**src/rtl/jt51_cpu_wr_if.sv**
```systemverilog
// jt51_cpu_wr_if
// Groups the request handshake and the jt51 CPU-bus signals of the
// jt51_cpu_wr write initiator.
//   req_valid/req_ready/req_addr/req_data : write-request handshake (host side)
//   cs_n/wr_n/a0/bus_dout                 : driven towards jt51 (cs_n, wr_n, a0, din)
//   bus_din                               : jt51 dout; bit7 busy, bit1 flag_B, bit0 flag_A
// Modports:
//   slave  : the write initiator (accepts requests, drives the jt51 bus)
//   master : the requester / bus model side (testbench, sequencer + jt51)
interface jt51_cpu_wr_if;
    logic       req_valid;
    logic       req_ready;
    logic [7:0] req_addr;
    logic [7:0] req_data;
    logic       cs_n;
    logic       wr_n;
    logic       a0;
    logic [7:0] bus_dout;
    logic [7:0] bus_din;

    modport slave (
        input  req_valid, req_addr, req_data, bus_din,
        output req_ready, cs_n, wr_n, a0, bus_dout
    );

    modport master (
        output req_valid, req_addr, req_data, bus_din,
        input  req_ready, cs_n, wr_n, a0, bus_dout
    );
endinterface

```
**src/rtl/jt51_cpu_wr.sv**
```systemverilog
// jt51_cpu_wr
// Host-side write initiator for the jt51 CPU port. (register, value) pairs are
// buffered in a FIFO and replayed as: poll busy, address write (a0=0), gap,
// data write (a0=1), settle. Callers never see jt51 busy timing.
// Ports:
//   clk, rst     : clock, asynchronous active-high reset
//   io (slave)   : request handshake + jt51 bus (see jt51_cpu_wr_if)
//   err_clr      : clears the sticky timeout flag (a new timeout wins)
//   idle         : registered, FIFO empty and FSM idle
//   timeout_err  : sticky, a busy poll ran into BUSY_TMO
//   level        : FIFO occupancy, 0..DEPTH
module jt51_cpu_wr #(
    parameter int DEPTH    = 8,
    parameter int WR_HOLD  = 4,
    parameter int GAP      = 2,
    parameter int SETTLE   = 8,
    parameter int BUSY_TMO = 1024
) (
    input  logic                     clk,
    input  logic                     rst,
    jt51_cpu_wr_if.slave             io,
    input  logic                     err_clr,
    output logic                     idle,
    output logic                     timeout_err,
    output logic [$clog2(DEPTH):0]   level
);
    localparam int AW   = $clog2(DEPTH);
    localparam int LW   = AW + 1;
    localparam int M1   = (WR_HOLD > GAP) ? WR_HOLD : GAP;
    localparam int M2   = (M1 > SETTLE) ? M1 : SETTLE;
    localparam int MAXC = (M2 > BUSY_TMO) ? M2 : BUSY_TMO;
    localparam int CW   = $clog2(MAXC + 1);

    // Last count value of each timed phase
    localparam logic [CW-1:0] C_HOLD   = CW'(WR_HOLD - 1);
    localparam logic [CW-1:0] C_GAP    = CW'(GAP - 1);
    localparam logic [CW-1:0] C_SETTLE = CW'(SETTLE - 1);
    localparam logic [CW-1:0] C_TMO    = CW'(BUSY_TMO - 1);

    localparam logic [2:0] S_IDLE   = 3'd0;
    localparam logic [2:0] S_POLL   = 3'd1;
    localparam logic [2:0] S_ADDR   = 3'd2;
    localparam logic [2:0] S_GAP1   = 3'd3;
    localparam logic [2:0] S_DATA   = 3'd4;
    localparam logic [2:0] S_SETTLE = 3'd5;

    // ------------------------------------------------------------------
    // FIFO
    // ------------------------------------------------------------------
    logic [15:0]   mem_q [DEPTH];
    logic [AW-1:0] wr_ptr_q, rd_ptr_q;
    logic [LW-1:0] level_q, level_d;
    logic          ready_q, ready_d;
    logic          push, pop;

    logic [2:0]    state_q, state_d;
    logic [CW-1:0] cnt_q, cnt_d;
    logic [7:0]    addr_q, data_q;
    logic          busy_q;
    logic          err_q, err_d;
    logic          tmo_set;
    logic          idle_q, idle_d;

    logic          cs_n_q, cs_n_d;
    logic          wr_n_q, wr_n_d;
    logic          a0_q, a0_d;
    logic [7:0]    dout_q, dout_d;

    // Only the busy bit matters here; the timer flags are not consumed.
    logic          unused_status;
    assign unused_status = ^io.bus_din[6:0];

    // req_ready is registered, so a full FIFO never accepts a push.
    assign push    = io.req_valid && ready_q;
    // Entries leave the FIFO only while the FSM sits in IDLE.
    assign pop     = (state_q == S_IDLE) && (level_q != '0);
    assign level_d = level_q + LW'(push) - LW'(pop);
    assign ready_d = (level_d != LW'(DEPTH));

    always_ff @(posedge clk) begin
        if (push) mem_q[wr_ptr_q] <= {io.req_addr, io.req_data};
    end

    // ------------------------------------------------------------------
    // Sequencer. One counter serves every timed state; it reloads to 0 on
    // each state change and stops at the phase's last value, so it cannot
    // wrap inside a phase.
    // ------------------------------------------------------------------
    always_comb begin
        state_d = state_q;
        cnt_d   = cnt_q;
        tmo_set = 1'b0;
        case (state_q)
            S_IDLE: begin
                cnt_d = '0;
                if (pop) state_d = S_POLL;
            end
            S_POLL: begin
                // busy_q holds the status sampled during the previous POLL
                // cycle, so it is trusted only from the second cycle on.
                if (cnt_q != '0 && !busy_q) begin
                    state_d = S_ADDR;
                    cnt_d   = '0;
                end else if (cnt_q == C_TMO) begin
                    // Give up waiting; the write is forced through.
                    state_d = S_ADDR;
                    cnt_d   = '0;
                    tmo_set = 1'b1;
                end else begin
                    cnt_d = cnt_q + CW'(1);
                end
            end
            S_ADDR: begin
                if (cnt_q == C_HOLD) begin
                    state_d = S_GAP1;
                    cnt_d   = '0;
                end else begin
                    cnt_d = cnt_q + CW'(1);
                end
            end
            S_GAP1: begin
                if (cnt_q == C_GAP) begin
                    state_d = S_DATA;
                    cnt_d   = '0;
                end else begin
                    cnt_d = cnt_q + CW'(1);
                end
            end
            S_DATA: begin
                if (cnt_q == C_HOLD) begin
                    state_d = S_SETTLE;
                    cnt_d   = '0;
                end else begin
                    cnt_d = cnt_q + CW'(1);
                end
            end
            S_SETTLE: begin
                if (cnt_q == C_SETTLE) begin
                    state_d = S_IDLE;
                    cnt_d   = '0;
                end else begin
                    cnt_d = cnt_q + CW'(1);
                end
            end
            default: begin
                state_d = S_IDLE;
                cnt_d   = '0;
            end
        endcase
    end

    // A timeout in the same cycle as err_clr keeps the flag set.
    assign err_d  = tmo_set ? 1'b1 : (err_clr ? 1'b0 : err_q);
    assign idle_d = (state_d == S_IDLE) && (level_d == '0);

    // ------------------------------------------------------------------
    // Bus outputs are a registered image of the current state, so every
    // bus phase trails its state by one clock and lasts exactly as long.
    // ------------------------------------------------------------------
    always_comb begin
        cs_n_d = 1'b1;
        wr_n_d = 1'b1;
        a0_d   = a0_q;
        dout_d = dout_q;
        case (state_q)
            S_POLL: begin
                cs_n_d = 1'b0;
                a0_d   = 1'b0;
            end
            S_ADDR: begin
                cs_n_d = 1'b0;
                wr_n_d = 1'b0;
                a0_d   = 1'b0;
                dout_d = addr_q;
            end
            S_GAP1: begin
                // a0 and bus_dout keep the address-phase values
            end
            S_DATA: begin
                cs_n_d = 1'b0;
                wr_n_d = 1'b0;
                a0_d   = 1'b1;
                dout_d = data_q;
            end
            default: begin
                a0_d = 1'b0;
            end
        endcase
    end

    always_ff @(posedge clk or posedge rst) begin
        if (rst) begin
            state_q  <= S_IDLE;
            cnt_q    <= '0;
            wr_ptr_q <= '0;
            rd_ptr_q <= '0;
            level_q  <= '0;
            ready_q  <= 1'b1;
            idle_q   <= 1'b1;
            err_q    <= 1'b0;
            busy_q   <= 1'b0;
            addr_q   <= '0;
            data_q   <= '0;
            cs_n_q   <= 1'b1;
            wr_n_q   <= 1'b1;
            a0_q     <= 1'b0;
            dout_q   <= '0;
        end else begin
            state_q <= state_d;
            cnt_q   <= cnt_d;
            level_q <= level_d;
            ready_q <= ready_d;
            idle_q  <= idle_d;
            err_q   <= err_d;
            busy_q  <= io.bus_din[7];
            if (push) wr_ptr_q <= wr_ptr_q + AW'(1);
            if (pop) begin
                rd_ptr_q <= rd_ptr_q + AW'(1);
                addr_q   <= mem_q[rd_ptr_q][15:8];
                data_q   <= mem_q[rd_ptr_q][7:0];
            end
            cs_n_q <= cs_n_d;
            wr_n_q <= wr_n_d;
            a0_q   <= a0_d;
            dout_q <= dout_d;
        end
    end

    assign io.req_ready = ready_q;
    assign io.cs_n      = cs_n_q;
    assign io.wr_n      = wr_n_q;
    assign io.a0        = a0_q;
    assign io.bus_dout  = dout_q;
    assign idle         = idle_q;
    assign timeout_err  = err_q;
    assign level        = level_q;
endmodule
```
**src/flat_wrapper.sv**
```systemverilog
// flat-port wrapper written by rule: the top's interface ports become plain ports
module jt51_cpu_wr_flat 
#(
    parameter int DEPTH    = 8,
    parameter int WR_HOLD  = 4,
    parameter int GAP      = 2,
    parameter int SETTLE   = 8,
    parameter int BUSY_TMO = 1024
)
  (clk, rst, err_clr, idle, timeout_err, level, io_req_valid, io_req_addr, io_req_data, io_bus_din, io_req_ready, io_cs_n, io_wr_n, io_a0, io_bus_dout);
  jt51_cpu_wr_if io_i ();
  input  logic clk;
  input  logic rst;
  input  logic err_clr;
  output logic idle;
  output logic timeout_err;
  output logic [$clog2(DEPTH):0] level;
  input wire logic [$bits(io_i.req_valid)-1:0] io_req_valid;
  input wire logic [$bits(io_i.req_addr)-1:0] io_req_addr;
  input wire logic [$bits(io_i.req_data)-1:0] io_req_data;
  input wire logic [$bits(io_i.bus_din)-1:0] io_bus_din;
  output wire logic [$bits(io_i.req_ready)-1:0] io_req_ready;
  output wire logic [$bits(io_i.cs_n)-1:0] io_cs_n;
  output wire logic [$bits(io_i.wr_n)-1:0] io_wr_n;
  output wire logic [$bits(io_i.a0)-1:0] io_a0;
  output wire logic [$bits(io_i.bus_dout)-1:0] io_bus_dout;
  assign io_i.req_valid = io_req_valid;
  assign io_i.req_addr = io_req_addr;
  assign io_i.req_data = io_req_data;
  assign io_i.bus_din = io_bus_din;
  assign io_req_ready = io_i.req_ready;
  assign io_cs_n = io_i.cs_n;
  assign io_wr_n = io_i.wr_n;
  assign io_a0 = io_i.a0;
  assign io_bus_dout = io_i.bus_dout;
  jt51_cpu_wr #(.DEPTH(DEPTH), .WR_HOLD(WR_HOLD), .GAP(GAP), .SETTLE(SETTLE), .BUSY_TMO(BUSY_TMO)) u_core (.clk(clk), .rst(rst), .io(io_i), .err_clr(err_clr), .idle(idle), .timeout_err(timeout_err), .level(level));
endmodule
```
**config.mk**
```make
export PLATFORM = sky130hd
export DESIGN_NAME = jt51_cpu_wr_flat
export DESIGN_NICKNAME = d
export VERILOG_FILES = /design/src/rtl/jt51_cpu_wr_if.sv /design/src/rtl/jt51_cpu_wr.sv /design/src/flat_wrapper.sv
export SDC_FILE = /design/constraint.sdc
export NUM_CORES = 1
export LEC_CHECK = 0
export ABC_AREA = 0
export CAP_MARGIN = 0
export CORE_MARGIN = 2
export CORE_UTILIZATION = 38
export CTS_CLUSTER_DIAMETER = 80
export DETAILED_ROUTE_END_ITERATION = 10
export GPL_TIMING_DRIVEN = 0
export PLACE_DENSITY_LB_ADDON = 0.15
export SYNTH_ARGS = -nofsm -noshare
export SYNTH_HDL_FRONTEND = slang
export SYNTH_SLANG_ARGS = --single-unit
```
**constraint.sdc**
```tcl
create_clock -name clk -period 4.55 [get_ports clk]
set_input_delay 0.455 -clock clk [delete_from_list [all_inputs] [get_ports clk]]
set_output_delay 0.455 -clock clk [all_outputs]
set_load 0.02 [all_outputs]
```
# After elaboration in Yosys (flattened, before gate mapping)
# Memory sizes are Yosys's and may differ from the RTL's. A register that Yosys moved wholly into a read port is not among the register bits.
# Cells that the tools add are included.
# classes
addsub,5
n_eq_ne,10
n_reduce_logical,14
mux,25
# op_table
op,count
$mux W11,5
$pmux W11 S4,1
$mux W3,7
$pmux W3 S6,1
$pmux W8 S2,1
$add A11 B1 Y11 const B,1
$eq A11 B1 Y1 const B,1
$eq A11 B10 Y1 const B,1
$eq A11 B2 Y1 const B,1
$eq A11 B3 Y1 const B,1
$reduce_bool A11 Y1,1
$mux W1,9
$add A3 B1 Y3 const B,2
$eq A3 B2 Y1 const B,2
$eq A3 B3 Y1 const B,2
$logic_not A3 Y1,2
$add A4 B1 Y4,1
$logic_and A1 B1 Y1,4
$logic_not A4 Y1,1
$ne A4 B4 Y1 const B,1
$reduce_bool A2 Y1,2
$reduce_bool A4 Y1,1
$sub A4 B1 Y4,1
$eq A3 B1 Y1 const B,1
4 further kinds,4
# word_totals
out_inout_bits,18
n_memories,1
ff_bits,39
ram_bits,128
# memory_table
memory,words,word_bits,read_ports,rd_clocked_by_memory_dff,write_ports,line_no,rtl
u_core.mem_q,8,16,1,1,1,jt51_cpu_wr.sv:50,logic [15:0] mem_q [DEPTH];

# Longest topological paths before layout
# Gate-level depths: netlist of run 1.
# logic_depth
depth_word,6
mapped_depth,13
mapped_depth_nobuf,13

# Worst setup path before layout of run 1
# No wires, ideal clock.
# synth_path
kind,reg-to-reg
startpoint,"register u_core.ready_q, in the netlist u_core.io.req_ready"
endpoint,memory u_core.mem_q[0][0] (enable)
required_time_ns,4.120
path_slack_ns,1.791
path_stages_with_launch,3
t_arrival_ns,2.329
path_buffers,0
cell_sequence,dfstp_2 > nand2_1 > nor4_1
# synth_between
elab_chain_cells,3
# synth_rtl
item,line_no,rtl
start: declaration,jt51_cpu_wr.sv:53,"logic ready_q, ready_d;"
start signal: assignment,jt51_cpu_wr.sv:212,ready_q <= ready_d;
$logic_and A1 B1 Y1,jt51_cpu_wr.sv:74,assign push = io.req_valid && ready_q;
$mux W1,jt51_cpu_wr.sv:81,"if (push) mem_q[wr_ptr_q] <= {io.req_addr, io.req_data};"
$mux W1 (not written as such),jt51_cpu_wr.sv:81,
end: declaration,jt51_cpu_wr.sv:50,
# No other way between the ends.

# Worst setup path after layout of run 1
# layout_path
startpoint,"register u_core.level_q[2], in the netlist u_core.level[2]"
endpoint,"register u_core.idle_q, in the netlist u_core.idle"
# layout_between
elab_cells_between_ends,9
cone_classes,add/sub (2); mux (2); reduce/logical (5)
# layout_rtl
item,line_no,rtl
start: declaration,jt51_cpu_wr.sv:52,"logic [LW-1:0] level_q, level_d;"
start signal: assignment,jt51_cpu_wr.sv:211,level_q <= level_d;
$reduce_bool A4 Y1,jt51_cpu_wr.sv:76,assign pop = (state_q == S_IDLE) && (level_q != '0);
$logic_and A1 B1 Y1,jt51_cpu_wr.sv:76,
via u_core.pop,jt51_cpu_wr.sv:54,"logic push, pop;"
$sub A4 B1 Y4,jt51_cpu_wr.sv:77,assign level_d = level_q + LW'(push) - LW'(pop);
via u_core.level_d[2],jt51_cpu_wr.sv:52,
$logic_not A4 Y1,jt51_cpu_wr.sv:154,assign idle_d = (state_d == S_IDLE) && (level_d == '0);
$logic_and A1 B1 Y1,jt51_cpu_wr.sv:154,
via u_core.idle_d,jt51_cpu_wr.sv:62,"logic idle_q, idle_d;"
end signal: assignment,jt51_cpu_wr.sv:213,idle_q <= idle_d;
end: declaration,jt51_cpu_wr.sv:62,
# The timed path passes the listed nets, and every way through them passes these cells.
# A chain may end at the register's enable or synchronous reset.

==> out/results.txt, run 1 <==
The run finished with clean final reports. Sort of element at the end of the critical path: a flop. The number of buffers created by CTS was 17; the maximum vdd ir drop was 0.000306 V. The worst hold path class was in -> async. The tools report the instance count of the mapped netlist as 427.

The cell sitting at the root of the clock tree is a sky130_fd_sc_hd__clkbuf_16. At the end of the flow, the number of nets in the layout was 535. The slew at the pin closest to its max-slew limit was 1.02 ns. Data on the critical path is required at its endpoint by 4.88 ns. The run gives 44 as the maximum number of pins on one net before global-route repair. The first-pass iteration count of the detailed router was 4; the post-placement setup slack was 1.45 ns. The number of hold buffers added after cts was 0; the number of nets with antenna violations after routing was 0. The largest area contributor in the netlist was sky130_fd_sc_hd__edfxtp_1. The average instance in the mapped netlist occupies 17.1 um^2. The core region is 18800 um^2. The fraction of registers with async set or reset after synthesis is 0.301, and the worst relative slew slack is 0.314. STA classifies the critical path startpoint as a flop. The tools report the all-layer global routing usage as 0.155. The synthesized area was 7300 um^2; the I/O pin count was 46.

The die covers 20300 um^2. The tools report the routed wire length as 14400 um. The top cell types in the final layout, fill and taps aside, are 128 x sky130_fd_sc_hd__edfxtp_1, 51 x sky130_fd_sc_hd__dfrtp_1, 38 x sky130_fd_sc_hd__clkdlybuf4s50_1. In this run, synthesis produced a sequential element count of 183. The tools report the antenna cell count as 0. In this run the number of H-tree levels came out at 4. Leaving out fill and tap cells, the most frequent cell in the layout is sky130_fd_sc_hd__edfxtp_1.

The clock arrives with 0.0118 ns of skew. The DRC marker count from the first detailed-route iteration was 256; the fraction of layout instances using a drive strength above 1 was 0.215. The max-slew violation count came out at 0. The floorplan step set the die height to 143 um.

Counting every net in the synthesized netlist gives 467. The routed layout has 3820 vias. Counting every sink on the clock net gives 183. The longest clock path from root to sink contains 2 buffers. The shortest clock period the worst path allows after layout came out at 3.08 ns.

The area fraction of the dominant cell type after synthesis came out at 0.526. The site row count is 50, and the number of synthesized flops with an enable pin is 128. By startpoint and endpoint, the worst setup path is classified as reg -> reg. Clock-pin slew was measured on the worst setup and hold paths at 0.07 ns. The run gives 0.472 as the utilization after layout. The count of final setup violators is 0.

Clock latency on the worst-skew pair, taken at its later pin, is 0.43 ns. The run gives 0 ns as the final total negative setup slack. The count of buffers added on input and output ports is 38. In this run the post-CTS setup repair buffer count came out at 0.

The first global-routing pass estimated 22900 um of wire. The main flop type after synthesis was sky130_fd_sc_hd__edfxtp_1. The final critical-path share of the clock period is 0.676, and the initial antenna violation count is 0. For the worst setup path, the data arrival time is 3.41 ns. The total overflow left after global routing is 0. The run gives 4014 as the number of global-route vias before repair. Setup repair after global routing left no endpoint under its margin. Once the clock tree was built, the resizer swapped 0 gates to a different size.

By area the synthesized netlist is led by sky130_fd_sc_hd__edfxtp_1 53%, sky130_fd_sc_hd__dfrtp_1 17%, sky130_fd_sc_hd__mux4_2 9.9%. The final hold violation count is 0, and the cell area power density is 666 nW/um^2. Yosys mapped the design onto 49 distinct sky130hd cell types. The residual DRC count was 0; the number of vias per cell after detailed routing was 5.15.

For this design the static power due to leakage is 3.21 nW. The area growth from synthesis to layout is 21.2%. The tool flagged a number of max-cap violations equal to 0. The wire-length estimate of the detail-placed layout is 9920 um. The tools report the final worst-path setup slack as 1.47 ns. The total of warnings raised by yosys is 0.

The width of the die was 143 um. The largest fanout on the critical path was 8; the sequential fraction of the synthesis area was 0.715. TritonCTS built the clock tree. The average wire length per cell after detail routing works out to 19.4 um. The final weighted congestion in routability-driven placement was 0.767.

Derived from the worst setup path, the maximum achievable clock frequency is 0.325 GHz. The effective utilization at floorplan came out at 0.389.
-- path summary, 6_finish.rpt --
path	startpoint	endpoint	slack, ns	cells past startpoint
setup reg to reg	u_core.level[2]$_DFF_PP0_	u_core.idle$_DFF_PP1_	1.47	13
hold reg to reg	u_core.io.bus_dout[2]$_DFFE_PP0N_	u_core.io.bus_dout[2]$_DFFE_PP0N_	0.48	2
min in group clk	io_bus_din[7]	u_core.busy_q$_DFF_PP0_	0.47	1
setup / recovery	u_core.level[2]$_DFF_PP0_	u_core.idle$_DFF_PP1_	1.47	13
max in group asynchronous	rst	u_core.io.req_ready$_DFF_PP1_	3.68	3
hold / removal	rst	u_core.io.bus_dout[4]$_DFFE_PP0N_	0.29	2
-- synthesized netlist by cell type (2+ instances only) --
master,n
sky130_fd_sc_hd__a21o_1,2
sky130_fd_sc_hd__a21oi_1,2
sky130_fd_sc_hd__a22oi_1,8
sky130_fd_sc_hd__a31oi_1,2
sky130_fd_sc_hd__buf_2,6
sky130_fd_sc_hd__clkbuf_1,9
sky130_fd_sc_hd__dfrtp_1,51
sky130_fd_sc_hd__dfstp_2,4
sky130_fd_sc_hd__edfxtp_1,128
sky130_fd_sc_hd__ha_1,11
sky130_fd_sc_hd__inv_1,14
sky130_fd_sc_hd__mux2i_1,16
sky130_fd_sc_hd__mux4_2,32
sky130_fd_sc_hd__nand2_1,37
sky130_fd_sc_hd__nand2b_1,2
sky130_fd_sc_hd__nand3_1,4
sky130_fd_sc_hd__nand4_1,5
sky130_fd_sc_hd__nor2_1,19
sky130_fd_sc_hd__nor2b_1,2
sky130_fd_sc_hd__nor3_1,6
sky130_fd_sc_hd__nor4_2,2
sky130_fd_sc_hd__o21ai_0,25
sky130_fd_sc_hd__xnor2_1,7
sky130_fd_sc_hd__xor2_1,8
-- layout make-up --
cell class / count / area (um^2)
clock buffers: 24 / 579
fillers: 1590 / 9910
repair buffers: 49 / 533
clock inverters: 8 / 113
well taps: 234 / 293
flip-flops and latches: 183 / 5230
inverters: 15 / 56.3
plain buffers: 17 / 75.1
multi-input cells: 212 / 1980
-- kinds of logic after synthesis --
family	share of synthesized area
compound gates	0.0413
buf+inv	0.0180
xor+xnor	0.0180
simple gates	0.0637
mux	0.122
flops	0.715
fa+ha+maj	0.0216
-- state kept, by name, indices dropped and copies added, names as in the netlist, 3 cells and up --
signal	flops
u_core.mem_q	128
u_core.level	4
u_core.rd_ptr_q	3
u_core.data_q	8
u_core.state_q	3
u_core.io.bus_dout	8
u_core.cnt_q	11
u_core.addr_q	8
u_core.wr_ptr_q	3
-- through the flow --
stage	cell area, um^2	cells	hold WS, ns	total power, mW
6_report	8860	742	0.288	5.90
5_1_grt	8860	742	0.311	6.25
4_1_cts	8860	742	0.279	5.98
3_5_place_dp	8160	710	0.472	4.31
3_3_place_gp	7980	699	0.468	4.21
2_1_floorplan	7300	427	0.450	3.61
-- critical path: stages (launching register included) --
cell	delay (ns)
sky130_fd_sc_hd__dfrtp_1	0.37
sky130_fd_sc_hd__inv_1	0.09
sky130_fd_sc_hd__ha_1	0.14
sky130_fd_sc_hd__nand2_1	0.08
sky130_fd_sc_hd__nand3_1	0.22
sky130_fd_sc_hd__inv_1	0.19
sky130_fd_sc_hd__ha_1	0.31
sky130_fd_sc_hd__inv_1	0.04
sky130_fd_sc_hd__ha_1	0.22
sky130_fd_sc_hd__fa_1	0.38
sky130_fd_sc_hd__xor2_1	0.18
sky130_fd_sc_hd__nor3_1	0.23
sky130_fd_sc_hd__or2b_2	0.37
sky130_fd_sc_hd__nor4_2	0.17
-- layer usage --
layer	share of wire	vias to the layer above	wire length [um]	GRT usage
met2	0.48	60	6930	0.247
met1	0.47	1972	6760	0.212
met5	0	-	0	0
li1	-	1768	-	-
met4	0.016	0	233	0.0485
met3	0.031	20	447	0.0355
-- power by group --
group / switching, mW / total, mW / internal, mW
sequential: 0.178 / 2.34 / 2.16
combinational: 1.07 / 1.90 / 0.825
clock: 0.637 / 1.65 / 1.02
Note: power is estimated with default switching activity, not from simulation.
==> inputs of run 2 (changes only) <==
==> constraint.sdc (replaced) <==
create_clock -name clk -period 2.84 [get_ports clk]
set_input_delay 0.284 -clock clk [delete_from_list [all_inputs] [get_ports clk]]
set_output_delay 0.284 -clock clk [all_outputs]
set_load 0.02 [all_outputs]
==> out/results.txt, run 2 (same netlist as run 1, synthesis figures left out) <==
The via count is 3806, and the largest fanout on the critical path is 4. The area growth from synthesis to layout was 21.9%; the final hold violation count was 0. For this design the ratio of total power to cell area is 1070 nW/um^2. The area of the placeable core is 18800 um^2, and the number of flip-flops under the largest register name is 128. The signal on the critical path passes through inv_1 -> ha_1 -> nand2_2 -> nand3_4 -> inv_2 -> ha_1 -> inv_1 -> ha_1 -> fa_2 -> xor2_1 -> nor3_2 -> or2b_4 -> nor4_4. The final critical-path share of the clock period is 0.921, and the setup clock skew after layout is 0.0120 ns. Counting I/O delays and the setup requirement, the final critical path takes 2.61 ns. The all-layer global routing usage is 0.155.

The final design instance area without fill was 8900 um^2; the average wire length per cell after detail routing was 19.4 um. For the area of all sequential standard cells, the log shows 5230 um^2. For the maximum number of pins on one net before global-route repair, the log shows 44. The critical path is of the reg -> reg type. Max-slew violation count: 0. The number of nets with antenna violations after routing is 0.

The worst setup path is captured at a flop. The run gives 0 as the antenna cell count. In the final layout, the multi-input gates occupy 2020 um^2. For the utilization after layout, the log shows 0.474. The final layout net count was 536. For the pin with the worst max-slew slack, the measured transition is 1.01 ns. The site row count was 50; the fraction of layout instances using a drive strength above 1 was 0.226. Clock tree synthesis found a total of 183 sinks. The worst hold path class was in -> async. After detailed routing, the number of vias per cell comes to 5.12. Once placement finished, the instance area stood at 8160 um^2. The library cell used most frequently in the layout, excluding fill and tap cells, is sky130_fd_sc_hd__edfxtp_1. At the end of routability-driven placement, the weighted congestion stood at 0.767. The wire length of the first global-routing pass was 22900 um. Hold repair after CTS inserted 0 buffers. The tools report the number of global-route vias before repair as 4016. The cell at the slowest stage of the critical path was sky130_fd_sc_hd__dfrtp_1. The largest registers in the layout are u_core.mem_q: 128 flops, u_core.cnt_q: 11 flops.

The run finished with clean final reports. The design draws 9.55 mW. For the leakage power, the log shows 3.23 nW. Setup repair after global routing left no endpoint under its margin. For the worst setup path, the data required time is 3.18 ns. The logs give 0 ns for the final total negative setup slack and 9920 um for the half-perimeter wire length after detailed placement.

The DRC marker count from the first detailed-route iteration was 258. By instance count, the cell type seen most on the critical path is sky130_fd_sc_hd__ha_1. After clock tree synthesis, the clock-pin slew on the worst setup and hold paths is 0.07 ns. The run gives 0.389 as the effective utilization at floorplan. The H-tree was split into 4 levels.

The worst relative slew slack is 0.325, and the insertion delay of the later-clocked pin in the worst-skew pair is 0.43 ns. Leaving out fill and tap cells, the most frequent cells in the layout are 128 x sky130_fd_sc_hd__edfxtp_1, 51 x sky130_fd_sc_hd__dfrtp_1, 38 x sky130_fd_sc_hd__clkdlybuf4s50_1. The I/O pin count was 46. The filler cells instantiated in the layout total 1588. The die is 143 um wide. The initial antenna violation count was 0; the vertical extent of the die was 143 um.

The run gives 20300 um^2 as the floorplan die area. For this run, design rule violations remaining after detail routing come to 0. The clock root buffer master was sky130_fd_sc_hd__clkbuf_16.

The run gives 17 as the number of buffers created by CTS. TritonCTS built the clock tree. Buffers placed on the I/O ports in this run total 38. For this run, the detailed router's first-pass iteration total came to 4. The tools report the final hold slack as 0.118 ns. The maximum clock rate came out at 0.382 GHz. The worst-case IR drop observed on VDD is 0.000489 V. For this run, the slowest stage of the critical path takes 0.37 ns. The routed design has 14400 um of wire.

Summed over all layers, the global routing overflow is 0. The register ranked first by flip-flop count is u_core.mem_q. The worst-case clock buffer depth was 2.

The kind of start point of the critical path was a flop. The number of maximum-capacitance violations was 0; the count of final setup violators was 0. The tools report the arrival time of data at the critical path endpoint as 2.95 ns.
## run 2: timing repair
item	in CTS	in global routing
endpoints found under the setup margin	1	1
endpoints found under the hold margin	0	0
buffers inserted	0	1
resized for setup	5	4
pin swaps	1	1
## run 2: report_power, final
| group | leakage (nW) | internal [mW] | switching (mW) |
|---|---|---|---|
| Combinational | 1.04 | 1.37 | 1.77 |
| Sequential | 1.85 | 3.47 | 0.290 |
| Clock | 0.339 | 1.63 | 1.02 |
## run 2: routing by layer
| layer | GRT usage | vias up | wire length (um) |
|---|---|---|---|
| li1 | - | 1768 | - |
| met1 | 0.212 | 1956 | 6800 |
| met4 | 0.0485 | 0 | 235 |
| met5 | 0 | - | 0 |
| met2 | 0.247 | 62 | 6910 |
| met3 | 0.0355 | 20 | 439 |
## run 2: final timing paths
check / cells after the start / startpoint / slack [ns] / to
max: 13 / u_core.level[2]$_DFF_PP0_ / 0.23 / u_core.idle$_DFF_PP1_
min: 2 / rst / 0.12 / u_core.io.bus_dout[4]$_DFFE_PP0N_
min in group clk: 1 / io_bus_din[7] / 0.30 / u_core.busy_q$_DFF_PP0_
max in group asynchronous: 3 / rst / 2.14 / u_core.io.req_ready$_DFF_PP1_
min reg2reg: 2 / u_core.io.bus_dout[2]$_DFFE_PP0N_ / 0.48 / u_core.io.bus_dout[2]$_DFFE_PP0N_
max reg2reg: 13 / u_core.level[2]$_DFF_PP0_ / 0.23 / u_core.idle$_DFF_PP1_
## run 2: through the flow
step / worst slack [ns] / std cells
5_1_grt: 0.0404 / 743
2_1_floorplan: 0.0813 / 427
3_5_place_dp: -0.257 / 710
3_3_place_gp: -1.97 / 699
4_1_cts: 0.0119 / 742
6_report: 0.225 / 743
## run 2: area by class of cell
cell class,count,area share
plain buffers,17,0.00843
clock buffers,24,0.0651
clock inverters,8,0.0126
inverters,15,0.00632
multi-input cells,212,0.227
flip-flops and latches,183,0.587
well taps,234,0.0329
repair buffers,50,0.0607
## run 2: critical path, delay by kind of cell, from the launching register on
family                     cells  cell delay [ns]
and+or+nand+nor                5             0.80
DFF                            1             0.37
buffers and inverters          3             0.19
xor gates and xnor gates       1             0.19
adders and majority gates      4             0.99
==> inputs of run 3 (changes only) <==
--- a/config.mk
+++ b/config.mk
@@ -8,11 +8,12 @@
 export ABC_AREA = 0
 export CAP_MARGIN = 0
 export CORE_MARGIN = 2
-export CORE_UTILIZATION = 38
+export CORE_UTILIZATION = 36
 export CTS_CLUSTER_DIAMETER = 80
 export DETAILED_ROUTE_END_ITERATION = 10
 export GPL_TIMING_DRIVEN = 0
 export PLACE_DENSITY_LB_ADDON = 0.15
+export RECOVER_POWER = 25
 export SYNTH_ARGS = -nofsm -noshare
 export SYNTH_HDL_FRONTEND = slang
 export SYNTH_SLANG_ARGS = --single-unit
==> out/results.txt, run 3 (same netlist as run 1, synthesis figures left out) <==
Detailed routing placed a total of 7020 um of wire on met2. The effective utilization at floorplan is 0.363, and the area of the placeable core is 20100 um^2. The first global-routing pass estimated 23100 um of wire. The residual DRC count was 0; the clock slew seen by the registers of the worst setup and hold paths was 0.07 ns. The worst path in the final design needs a cycle of 2.67 ns, including I/O delays and setup. The slowest stage of the critical path belongs to the cell sky130_fd_sc_hd__dfrtp_1.

Leaving out fill and tap cells, the most frequent cell in the layout is sky130_fd_sc_hd__edfxtp_1. For the maximum number of pins on one net before global-route repair, the log shows 32. Max-slew violation count: 0. The tools report the worst flop-to-flop path startpoint as u_core.level[2]$_DFF_PP0_. For the final total negative setup slack, the log shows 0 ns. The library cells used most frequently in the layout, excluding fill and tap cells, are 128 x sky130_fd_sc_hd__edfxtp_1, 51 x sky130_fd_sc_hd__dfrtp_1, 36 x sky130_fd_sc_hd__nand2_1. The congestion estimate from routability-driven global placement came to 0.744.

Summing all placed instances gives a cell area of 8220 um^2. Signal routing reaches up to met4. The antenna cell count was 0.

The H-tree was split into 4 levels. In this run the vertical extent of the chip is 146 um. Part of the power in combinational logic: 0.348.

The area of combinational cells with multiple inputs came out at 2020 um^2. The width of the die came out at 146 um. The average wire length per cell after detail routing works out to 18.8 um. The sort of element at the end of the critical path is a flop. Port buffering added 38 buffers.

Capture point of the worst path: u_core.idle$_DFF_PP1_. The flow ran to the end, and the final reports show no timing, DRC or antenna violations. The filler cells instantiated in the layout total 1752. The logs give 8840 um^2 for the final design instance area without fill and 0.243 for the fraction of power consumed by the clock network. The switching power as a share of total power works out to 0.345. The first routing iteration left 349 violations.

The clock drives 183 sinks. The leakage power was 3.18 nW; the final worst-path setup slack was 0.168 ns. The kind of start point of the critical path was a flop. In this design, the stage delay of the slowest critical-path cell is 0.39 ns. Summed over all nets, wire length on met3 after detailed routing comes to 847 um. The critical path runs through a total of 13 cells. In this run the remaining antenna-violating nets after routing total 0. Via count: 3837. The worst-case IR drop observed on VDD is 0.000406 V. The setup clock skew after layout is 0.0123 ns, and the worst path required time is 3.17 ns. The floorplan die area is 21400 um^2. The detailed router put a total of 6590 um of wire on met1. CTS placed an instance of sky130_fd_sc_hd__clkbuf_16 at the clock tree root. The largest fanout on the critical path was 4; the arrival time of data at the critical path endpoint was 3.01 ns. The logs give 0.409 for the fraction of power consumed by sequential logic and 14700 um for the routed wire length. TritonCTS built the clock tree. Summed over all layers, the global routing overflow is 0. Setup repair after global routing left no endpoint under its margin.

The register ranked first by flip-flop count was u_core.mem_q. The number of vias per cell after detailed routing came out at 4.91. The tool flagged a number of max-cap violations equal to 0. The sequential cells in the finished layout cover a total of 5230 um^2.

The number of global-route vias before repair is 3882, and the number of cells traversed by the worst register-to-register path is 13. The final layout net count was 539; the initial antenna violation count was 0. Power dissipated by switching net loads: 3.17 mW. In this run the worst setup path begins at u_core.level[2]$_DFF_PP0_. For this run, the top clock speed supported by timing is 0.374 GHz. Hold repair after CTS inserted 0 buffers. Traced cell by cell, the critical path runs through inv_2 -> ha_2 -> nand2_4 -> nand3_4 -> inv_2 -> ha_1 -> inv_1 -> ha_1 -> fa_2 -> xor2_1 -> nor3_2 -> or2b_4 -> nor4_4.

The endpoint identified for the worst register-to-register timing path is u_core.idle$_DFF_PP1_. For the worst-skew pair, the clock arrives at the later sink with an insertion delay of 0.43 ns. Setup violations remaining at the end of the flow were counted as 0. The fraction of layout instances using a drive strength above 1 was 0.232. Together, buffers and inverters on the worst path number 3. The worst relative slew slack is 0.355. The final critical-path share of the clock period works out to 0.941. The wire-length estimate of the detail-placed layout is 10300 um.

At the pin with the least slew margin, the transition time is 0.966 ns. Buffers inserted during clock tree synthesis total 17. The internal power of the cells totals 6.01 mW. Dividing total power by cell area gives a power density of 1040 nW/um^2.

The area growth from synthesis to layout was 21.0%. The all-layer global routing usage is 0.146. For flop-to-flop paths, the worst setup slack is 0.17 ns.

The first-pass iteration count of the detailed router is 4. Prior to clock tree synthesis, the placed netlist has a worst setup slack of -0.300 ns. In the final layout, the registers with the most flip-flops are u_core.mem_q: 128 flops, u_core.cnt_q: 11 flops. The final hold violation count came out at 0.

Row generation in the floorplan step produced 52 rows. The classification of the worst setup path was reg -> reg. The kind of cell adding the most delay to the critical path was adder cells. The tools report the I/O pin count as 46. The register with the most flip-flops in the layout has 128 of them.

The tightest min-delay check is of the in -> reg type. The clock passes through at most 2 buffers.
-- run 3: changes by cell type in the layout (fill, tap and decap cells not counted), sizes merged --
cell / before / now
inv: 19 / 21
clkinvlp: 0 / 2
buf: 20 / 23
clkbuf: 33 / 26
dlygate4sd3: 0 / 12
clkdlybuf4s50: 38 / 26
clkinv: 2 / 7
bufinv: 2 / 0
-- run 3: stage by stage --
stage	util	power (mW)	instances	hold slack, ns
global route	0.440	9.75	782	0.416
global placement	0.399	6.79	735	0.465
detailed placement	0.409	6.94	748	0.469
CTS	0.438	9.27	780	0.222
floorplan	-	5.79	427	0.315
finish	0.440	9.17	782	0.418
-- run 3: what timing repair did --
item,in CTS,in global routing
setup buffers,0,2
gates resized for setup,6,5
cloned,0,0
setup endpoints to repair,1,1
pin swaps,1,1
-- run 3: area by class of cell --
type,count,share of cell area
repair buffers,53,0.0627
clock buffers,17,0.0481
multi-input cells,212,0.229
inverters,15,0.00637
flip-flops and latches,183,0.591
plain buffers,17,0.00849
clock inverters,15,0.0159
well taps,270,0.0382
-- run 3: worst min-delay path by stage --
stage	from	endpoint	slack [ns]	depth (start not counted)
floorplan	io_bus_din[7]	u_core.busy_q$_DFF_PP0_	0.32	0
global placement	u_core.io.bus_dout[1]$_DFFE_PP0N_	u_core.io.bus_dout[1]$_DFFE_PP0N_	0.46	2
detailed placement	u_core.io.bus_dout[1]$_DFFE_PP0N_	u_core.io.bus_dout[1]$_DFFE_PP0N_	0.47	2
CTS	rst	u_core.io.bus_dout[3]$_DFFE_PP0N_	0.22	2
global route	io_bus_din[7]	u_core.busy_q$_DFF_PP0_	0.42	1
finish	io_bus_din[7]	u_core.busy_q$_DFF_PP0_	0.42	1
-- run 3: routing by layer --
layer,vias to the layer above,global-route usage
met5,-,0
met4,0,0.0447
li1,1775,-
met1,1957,0.200
met3,16,0.0356
met2,89,0.233
-- run 3: power by group through the flow --
stage | Clock (mW) | Combinational [mW] | Sequential [mW]
global route | 2.42 | 3.52 | 3.81
finish | 2.23 | 3.19 | 3.75
CTS | 2.30 | 3.21 | 3.76
global placement | 0 | 2.99 | 3.80
detailed placement | 0 | 3.13 | 3.81
floorplan | 0 | 1.93 | 3.86
